## config.mk

```make
export PLATFORM = sky130hd
export DESIGN_NAME = axis_display_timing_out
export DESIGN_NICKNAME = d
export VERILOG_FILES = /design/src/rtl/display_timing_pkg.sv /design/src/rtl/video_timing_gen.sv /design/src/rtl/axis_display_timing_out.sv
export SDC_FILE = /design/constraint.sdc
export NUM_CORES = 1
export LEC_CHECK = 0
export BUFFER_PORTS_ARGS = -buffer_cell sky130_fd_sc_hd__buf_2
export CORE_MARGIN = 10
export CORE_UTILIZATION = 46
export CTS_CLUSTER_SIZE = 20
export DETAILED_ROUTE_END_ITERATION = 16
export GPL_TIMING_DRIVEN = 1
export PLACE_DENSITY = 0.74
export SLEW_MARGIN = 20
export SYNTH_ARGS = -nofsm -noshare
export SYNTH_HDL_FRONTEND = slang
export SYNTH_SLANG_ARGS = --single-unit
```

## constraint.sdc

```tcl
create_clock -name aclk -period 2 [get_ports aclk]
set_input_delay 0.1 -clock aclk [delete_from_list [all_inputs] [get_ports aclk]]
set_output_delay 0.1 -clock aclk [all_outputs]
set_load 0.01 [all_outputs]
```

## src/rtl/display_timing_pkg.sv

```systemverilog
// Shared types and helpers for the AXI-Stream to raster video output path.
package display_timing_pkg;

  typedef enum logic [1:0] {StWaitFrame, StActive, StResync} disp_state_e;

  // 640x480@60 default raster
  localparam int unsigned DefHActive = 640;
  localparam int unsigned DefHFp     = 16;
  localparam int unsigned DefHSync   = 96;
  localparam int unsigned DefHBp     = 48;
  localparam int unsigned DefVActive = 480;
  localparam int unsigned DefVFp     = 10;
  localparam int unsigned DefVSync   = 2;
  localparam int unsigned DefVBp     = 33;

  localparam logic [23:0] ColWhite   = 24'hFFFFFF;
  localparam logic [23:0] ColYellow  = 24'hFFFF00;
  localparam logic [23:0] ColCyan    = 24'h00FFFF;
  localparam logic [23:0] ColGreen   = 24'h00FF00;
  localparam logic [23:0] ColMagenta = 24'hFF00FF;
  localparam logic [23:0] ColRed     = 24'hFF0000;
  localparam logic [23:0] ColBlue    = 24'h0000FF;
  localparam logic [23:0] ColBlack   = 24'h000000;

  // Replicate MSBs into the low bits so full-scale 565 maps to full-scale 888.
  function automatic logic [23:0] rgb565_to_rgb888(input logic [15:0] p);
    return {p[15:11], p[15:13], p[10:5], p[10:9], p[4:0], p[4:2]};
  endfunction

  function automatic logic [23:0] bar_colour(input logic [2:0] idx);
    logic [23:0] c;
    case (idx)
      3'd0:    c = ColWhite;
      3'd1:    c = ColYellow;
      3'd2:    c = ColCyan;
      3'd3:    c = ColGreen;
      3'd4:    c = ColMagenta;
      3'd5:    c = ColRed;
      3'd6:    c = ColBlue;
      default: c = ColBlack;
    endcase
    return c;
  endfunction

endpackage

```

## src/rtl/video_timing_gen.sv

```systemverilog
// Raster counters with active, sync, frame-boundary flags and the frame_req pulse.
module video_timing_gen
  import display_timing_pkg::*;
#(
  parameter int unsigned H_ACTIVE = DefHActive,
  parameter int unsigned H_FP     = DefHFp,
  parameter int unsigned H_SYNC   = DefHSync,
  parameter int unsigned H_BP     = DefHBp,
  parameter int unsigned V_ACTIVE = DefVActive,
  parameter int unsigned V_FP     = DefVFp,
  parameter int unsigned V_SYNC   = DefVSync,
  parameter int unsigned V_BP     = DefVBp,
  localparam int unsigned HTotal  = H_ACTIVE + H_FP + H_SYNC + H_BP,
  localparam int unsigned VTotal  = V_ACTIVE + V_FP + V_SYNC + V_BP,
  localparam int unsigned HW      = $clog2(HTotal),
  localparam int unsigned VW      = $clog2(VTotal)
) (
  input  logic          aclk,
  input  logic          resetn,
  output logic [HW-1:0] h_cnt_o,
  output logic          active_o,
  output logic          hsync_act_o,
  output logic          vsync_act_o,
  output logic          frame_end_o,
  output logic          last_active_o,
  output logic          frame_req_o
);

  localparam logic [HW-1:0] HActEnd   = HW'(H_ACTIVE);
  localparam logic [HW-1:0] HActLast  = HW'(H_ACTIVE - 1);
  localparam logic [HW-1:0] HSyncBeg  = HW'(H_ACTIVE + H_FP);
  localparam logic [HW-1:0] HSyncLast = HW'(H_ACTIVE + H_FP + H_SYNC - 1);
  localparam logic [HW-1:0] HLast     = HW'(HTotal - 1);
  localparam logic [VW-1:0] VActEnd   = VW'(V_ACTIVE);
  localparam logic [VW-1:0] VActLast  = VW'(V_ACTIVE - 1);
  localparam logic [VW-1:0] VSyncBeg  = VW'(V_ACTIVE + V_FP);
  localparam logic [VW-1:0] VSyncLast = VW'(V_ACTIVE + V_FP + V_SYNC - 1);
  localparam logic [VW-1:0] VLast     = VW'(VTotal - 1);

  logic [HW-1:0] h_cnt_q;
  logic [VW-1:0] v_cnt_q;
  logic          frame_req_q;

  always_ff @(posedge aclk) begin
    if (!resetn) begin
      h_cnt_q     <= '0;
      v_cnt_q     <= '0;
      frame_req_q <= 1'b0;
    end else begin
      frame_req_q <= (h_cnt_q == '0) && (v_cnt_q == VActEnd);
      if (h_cnt_q == HLast) begin
        h_cnt_q <= '0;
        v_cnt_q <= (v_cnt_q == VLast) ? '0 : v_cnt_q + 1'b1;
      end else begin
        h_cnt_q <= h_cnt_q + 1'b1;
      end
    end
  end

  assign h_cnt_o       = h_cnt_q;
  assign active_o      = (h_cnt_q < HActEnd) && (v_cnt_q < VActEnd);
  assign hsync_act_o   = (h_cnt_q >= HSyncBeg) && (h_cnt_q <= HSyncLast);
  assign vsync_act_o   = (v_cnt_q >= VSyncBeg) && (v_cnt_q <= VSyncLast);
  assign frame_end_o   = (h_cnt_q == HLast) && (v_cnt_q == VLast);
  assign last_active_o = (h_cnt_q == HActLast) && (v_cnt_q == VActLast);
  assign frame_req_o   = frame_req_q;

endmodule

```

## src/rtl/axis_display_timing_out.sv

```systemverilog
// RGB565 AXI-Stream to raster video with underflow/misalign detection.
// Optional build macro TEST_PATTERN_EN adds a test_pattern input selecting colour bars.
module axis_display_timing_out
  import display_timing_pkg::*;
#(
  parameter int unsigned H_ACTIVE     = DefHActive,
  parameter int unsigned H_FP         = DefHFp,
  parameter int unsigned H_SYNC       = DefHSync,
  parameter int unsigned H_BP         = DefHBp,
  parameter int unsigned V_ACTIVE     = DefVActive,
  parameter int unsigned V_FP         = DefVFp,
  parameter int unsigned V_SYNC       = DefVSync,
  parameter int unsigned V_BP         = DefVBp,
  parameter bit          HSYNC_POL    = 1'b0,
  parameter bit          VSYNC_POL    = 1'b0,
  parameter int unsigned STREAM_WIDTH = 16
) (
  input  logic                    aclk,
  input  logic                    resetn,
  input  logic                    s_axis_tvalid,
  output logic                    s_axis_tready,
  input  logic                    s_axis_tlast,
  input  logic [STREAM_WIDTH-1:0] s_axis_tdata,
  output logic                    frame_req,
  output logic                    vid_de,
  output logic                    vid_hsync,
  output logic                    vid_vsync,
  output logic [23:0]             vid_rgb,
  output logic                    underflow,
  output logic                    misalign,
  input  logic                    clear_err
`ifdef TEST_PATTERN_EN
  ,
  input  logic                    test_pattern
`endif
);

  localparam int unsigned HW = $clog2(H_ACTIVE + H_FP + H_SYNC + H_BP);

  logic [HW-1:0] h_cnt;
  logic          active, hsync_act, vsync_act, frame_end, last_active;
  logic          tp, tready, accept, uf_set, ma_set;
  logic [2:0]    bar_idx;
  logic [23:0]   rgb_d;
  disp_state_e   state_q, state_d;
  logic          de_q, hsync_q, vsync_q, uf_q, ma_q;
  logic [23:0]   rgb_q;

  video_timing_gen #(
    .H_ACTIVE (H_ACTIVE),
    .H_FP     (H_FP),
    .H_SYNC   (H_SYNC),
    .H_BP     (H_BP),
    .V_ACTIVE (V_ACTIVE),
    .V_FP     (V_FP),
    .V_SYNC   (V_SYNC),
    .V_BP     (V_BP)
  ) u_timing (
    .aclk          (aclk),
    .resetn        (resetn),
    .h_cnt_o       (h_cnt),
    .active_o      (active),
    .hsync_act_o   (hsync_act),
    .vsync_act_o   (vsync_act),
    .frame_end_o   (frame_end),
    .last_active_o (last_active),
    .frame_req_o   (frame_req)
  );

`ifdef TEST_PATTERN_EN
  logic tp_q;
  assign tp = test_pattern;
  always_ff @(posedge aclk) begin
    if (!resetn) tp_q <= 1'b0;
    else         tp_q <= test_pattern;
  end
`else
  assign tp = 1'b0;
`endif

  // Scaled before dividing so narrow test rasters never divide by zero.
  assign bar_idx = 3'((32'(h_cnt) << 3) / H_ACTIVE);

  always_comb begin
    tready = 1'b0;
    unique case (state_q)
      StActive: tready = active;
      StResync: tready = !active;
      default:  tready = 1'b0;
    endcase
    if (tp) tready = 1'b0;
  end

  assign s_axis_tready = tready;
  assign accept        = s_axis_tvalid && tready;

  always_comb begin
    state_d = state_q;
    uf_set  = 1'b0;
    ma_set  = 1'b0;
    unique case (state_q)
      StWaitFrame: if (frame_end) state_d = StActive;
      StActive: begin
        if (active) begin
          if (!s_axis_tvalid) begin
            uf_set = 1'b1;
            if (last_active) state_d = StResync;
          end else if (last_active) begin
            if (!s_axis_tlast) begin
              ma_set  = 1'b1;
              state_d = StResync;
            end
          end else if (s_axis_tlast) begin
            ma_set  = 1'b1;
            state_d = StWaitFrame;
          end
        end
      end
      StResync: begin
        if (accept && s_axis_tlast) state_d = frame_end ? StActive : StWaitFrame;
      end
      default: state_d = StWaitFrame;
    endcase
`ifdef TEST_PATTERN_EN
    if (test_pattern) begin
      state_d = state_q;
      uf_set  = 1'b0;
      ma_set  = 1'b0;
    end else if (tp_q) begin
      state_d = StWaitFrame;
    end
`endif
  end

  always_comb begin
    rgb_d = ColBlack;
    if (active) begin
      if (tp) rgb_d = bar_colour(bar_idx);
      else if (state_q == StActive && s_axis_tvalid) rgb_d = rgb565_to_rgb888(s_axis_tdata[15:0]);
    end
  end

  always_ff @(posedge aclk) begin
    if (!resetn) begin
      state_q <= StWaitFrame;
      de_q    <= 1'b0;
      hsync_q <= ~HSYNC_POL;
      vsync_q <= ~VSYNC_POL;
      rgb_q   <= '0;
      uf_q    <= 1'b0;
      ma_q    <= 1'b0;
    end else begin
      state_q <= state_d;
      de_q    <= active;
      hsync_q <= hsync_act ? HSYNC_POL : ~HSYNC_POL;
      vsync_q <= vsync_act ? VSYNC_POL : ~VSYNC_POL;
      rgb_q   <= rgb_d;
      uf_q    <= uf_set | (uf_q & ~clear_err);
      ma_q    <= ma_set | (ma_q & ~clear_err);
    end
  end

  assign vid_de    = de_q;
  assign vid_hsync = hsync_q;
  assign vid_vsync = vsync_q;
  assign vid_rgb   = rgb_q;
  assign underflow = uf_q;
  assign misalign  = ma_q;

endmodule

```

==> results.py <==
metrics = {
    "timing": {
        "min_period_ns": 1.98,
        "relSlewSlack": 0.744,
        "setup_viol": 0,
        "rsz0062_at_grt": "yes",
        "hold_viol_final": 0,
        "fin_ws_ns": 0.0151,
        "drv_slew": 0,
        "fmax_mhz": 504,
        "clock_skew_ns": 0.00591,
        "fin_crit_sh": 0.992,
        "tightest_slew_ns": 0.379,
    },
    "hold_path": {
        "hold_end": "underflow",
        "hold_depth": 2,
        "hp-class": "primary input to flip-flop",
        "worstHoldStart": "resetn",
    },
    "critical_path": {
        "critPathLaunchType": "flip-flop",
        "reg2reg_from": "u_timing.v_cnt_q[1]",
        "cp_slowest_cell": "or4b_4",
        "reg2reg_depth": 7,
        "reg2reg_slack_ns": 0.02,
        "critPathKind": "flip-flop to flip-flop",
        "arrival_ns": 2.23,
        "slowest_delay_ns": 0.48,
        "cp.required_ns": 2.24,
        "r2r_end": "state_q[1]",
        "path_buf_inv": 0,
        "cp-end-kind": "flip-flop",
        "crit_path_start": "u_timing.v_cnt_q[1]",
        "path_cells": "ha_4 -> and4_4 -> nand4_1 -> or2_1 -> ha_2 -> or4b_4 -> a21oi_2",
        "path_delay_family": "simple AND/OR/NAND/NOR gates",
        "crit_fanout": 2,
    },
    "routing": {
        "routed_wl_um": 5140,
        "vias": 1724,
        "viasPerCell": 5.03,
        "drt_first_iter_violations": 82,
        "avgRoutedWirePerCell_um": 15.0,
        "ant_nets": 0,
        "drcViolationCount": 0,
        "dr.pass1.iters": 4,
    },
    "synth": {
        "netlist_area_sq_mm": 0.00191,
        "yosysWarnings": 0,
        "ys_ff_latch": 44,
        "avgSynthCellArea_sq_um": 9.39,
        "synth_top_area_share": 0.462,
        "synth_area_leaders": "dfxtp_1, and2_1, xnor2_1",
        "synth_area_leader_cell": "dfxtp_1",
        "ys_seq_area_frac": 0.462,
        "synthCells": 203,
        "synth_nets": 230,
        "synth_cell_types": 44,
    },
    "layout": {
        "drive_above_1_share": 0.375,
        "final_cell_area_sq_mm": 0.00267,
        "n_antenna_cell": 0,
        "syn_to_final_growth_pct": 39.9,
        "layout_common_cells": "buf_2, dfxtp_1, buf_4",
        "layout_commonest_cell": "buf_2",
        "final_util": 0.666,
        "nNetsFinal": 319,
    },
    "global_routing": {
        "globalRouteMet2Util": 0.254,
        "grt_remaining_overflow": 0,
        "top_usage_layer": "met2",
        "use_met3": 0.0319,
        "antenna_found_initial": 0,
        "grt_pass1_vias": 1776,
        "grt_pass1_wl_um": 8440,
        "grt_usage": 0.141,
        "use_met1": 0.157,
        "grt_max_degree": 18,
    },
    "die": {
        "pin_count": 52,
        "initial_core_util": 0.476,
        "die_area_sq_mm": 0.00712,
        "fp-row-count": 23,
        "die_height_um": 84.4,
        "die_w_um": 84.4,
        "core-area_sq_mm": 0.00400,
    },
    "clocking": {
        "cts_sinks": 44,
        "clk_pin_slew_worst_paths_ns": 0.09,
        "clockRootBuffer": "clkbuf_8",
        "htree_levels": 2,
        "clock_latency_ns": 0.30,
        "cts_inserted_buffers": 5,
        "cts_buffer_depth": 2,
        "cts_tree": "yes",
    },
    "place": {
        "routabilityCongestion": 0.887,
        "port_buffers": 51,
        "dpl_cell_area_sq_mm": 0.00232,
        "dp_hpwl_um": 3380,
        "dpl_worst_slack_ns": 0.000582,
    },
    "pwr": {
        "power_per_cell_area_mw_per_mm2": 588,
        "power_mw": 1.57,
        "p_leak_nw": 1.17,
        "ir_worst_vdd_mv": 0.345,
    },
    "status": {
        "status": "completed",
    },
    "run": {
        "cap_violations": 0,
    },
}
[routing by layer]
layer  vias to the layer above  share of wire
li1                        858              -
met1                       815           0.39
met2                        42           0.55
met3                         9          0.036
met4                         0          0.017
met5                         -              0
[cells in the mapped netlist (all sizes together)]
library cell and n:
a21oi 4, nor3 5, or4b 1, nand3 9
xnor2 10, ha 6, a21o 1, nand4 6
buf 12, nand2 14, dfxtp 44, or2 1
nor2 23, nor3b 1, nor4 4, o21bai 1
clkinv 1, a221oi 1, inv 8, clkbuf 3
o21ai 1, and4 3, and2 17, and3 3
o211ai 2, or3 3, nand4b 1, mux2 1
nor4bb 1, nand3b 2, o22ai 1, o2bb2ai 1
xor2 6, o22a 1, and4bb 2, nor4b 3
[how the worst max path moves through the flow]
stage / end / slack (ns) / depth (start not counted)
after global routing: state_q[1] / -0.05 / 7
after floorplan: state_q[1] / 0.001 / 8
after global placement: state_q[1] / 0.04 / 7
final: state_q[1] / 0.02 / 7
after CTS: state_q[1] / 0.009 / 7
after detailed placement: state_q[1] / 0.0006 / 7
[where the power goes]
part	switching [mW]	leakage (nW)	internal, mW	total [mW]
clock network	0.311	0.0434	0.280	0.590
registers	0.00316	0.357	0.882	0.885
logic	0.0376	0.768	0.0553	0.0928
total	0.352	1.17	1.22	1.57
[worst reg2reg max path, stage by stage, from the launching register on]
cell and delay, ns:
dfxtp_2 0.36, ha_4 0.14, and4_4 0.22, nand4_1 0.12, or2_1 0.28, ha_2 0.20
or4b_4 0.48, a21oi_2 0.12
[cell type report]
type                            count  area [sq um]
Clock buffer                        6          82.6
Clock inverter                      2          15.0
Fill cell                         319          1340
Inverter                            9          33.8
Multi-Input combinational cell    135           942
Sequential cell                    44           886
Tap cell                           50          62.6
Timing Repair Buffer               97           643
[kinds of logic (layout without fill, tap and decap cells)]
logic type,after synthesis,in the layout,share of synthesized area
buffers and inverters,24,114,0.0729
flip-flops,44,44,0.462
AO/OA/AOI/OAI,13,13,0.0479
XOR/XNOR,16,16,0.0735
multiplexers,1,1,0.00591
AND/OR/NAND/NOR,99,99,0.298
adder cells (fa/ha/maj),6,6,0.0394
[sequential cells by signal (all words and copies together), names as in the netlist]
signal and cells:
vid_rgb 16, u_timing.h_cnt_o 10, u_timing.v_cnt_q 10, state_q 2
misalign 1, u_timing.frame_req_o 1, underflow 1, vid_de 1
vid_hsync 1, vid_vsync 1
[per-stage QoR]
step | std cells | hold slack (ns) | setup TNS, ns
2_1_floorplan | 203 | 0.188 | 0
3_3_place_gp | 315 | 0.298 | 0
3_5_place_dp | 315 | 0.301 | 0
4_1_cts | 340 | 0.124 | 0
5_1_grt | 343 | 0.142 | -0.0983
6_report | 343 | 0.130 | 0
[what timing repair did]
action | in CTS | in global routing
hold buffers | 17 | 0
setup endpoints to repair | 1 | 10
hold endpoints to repair | 17 | 0
gates resized for setup | 0 | 12
buffers inserted | 0 | 3
pin swaps | 2 | 11
(Power assumes the default switching activity.)
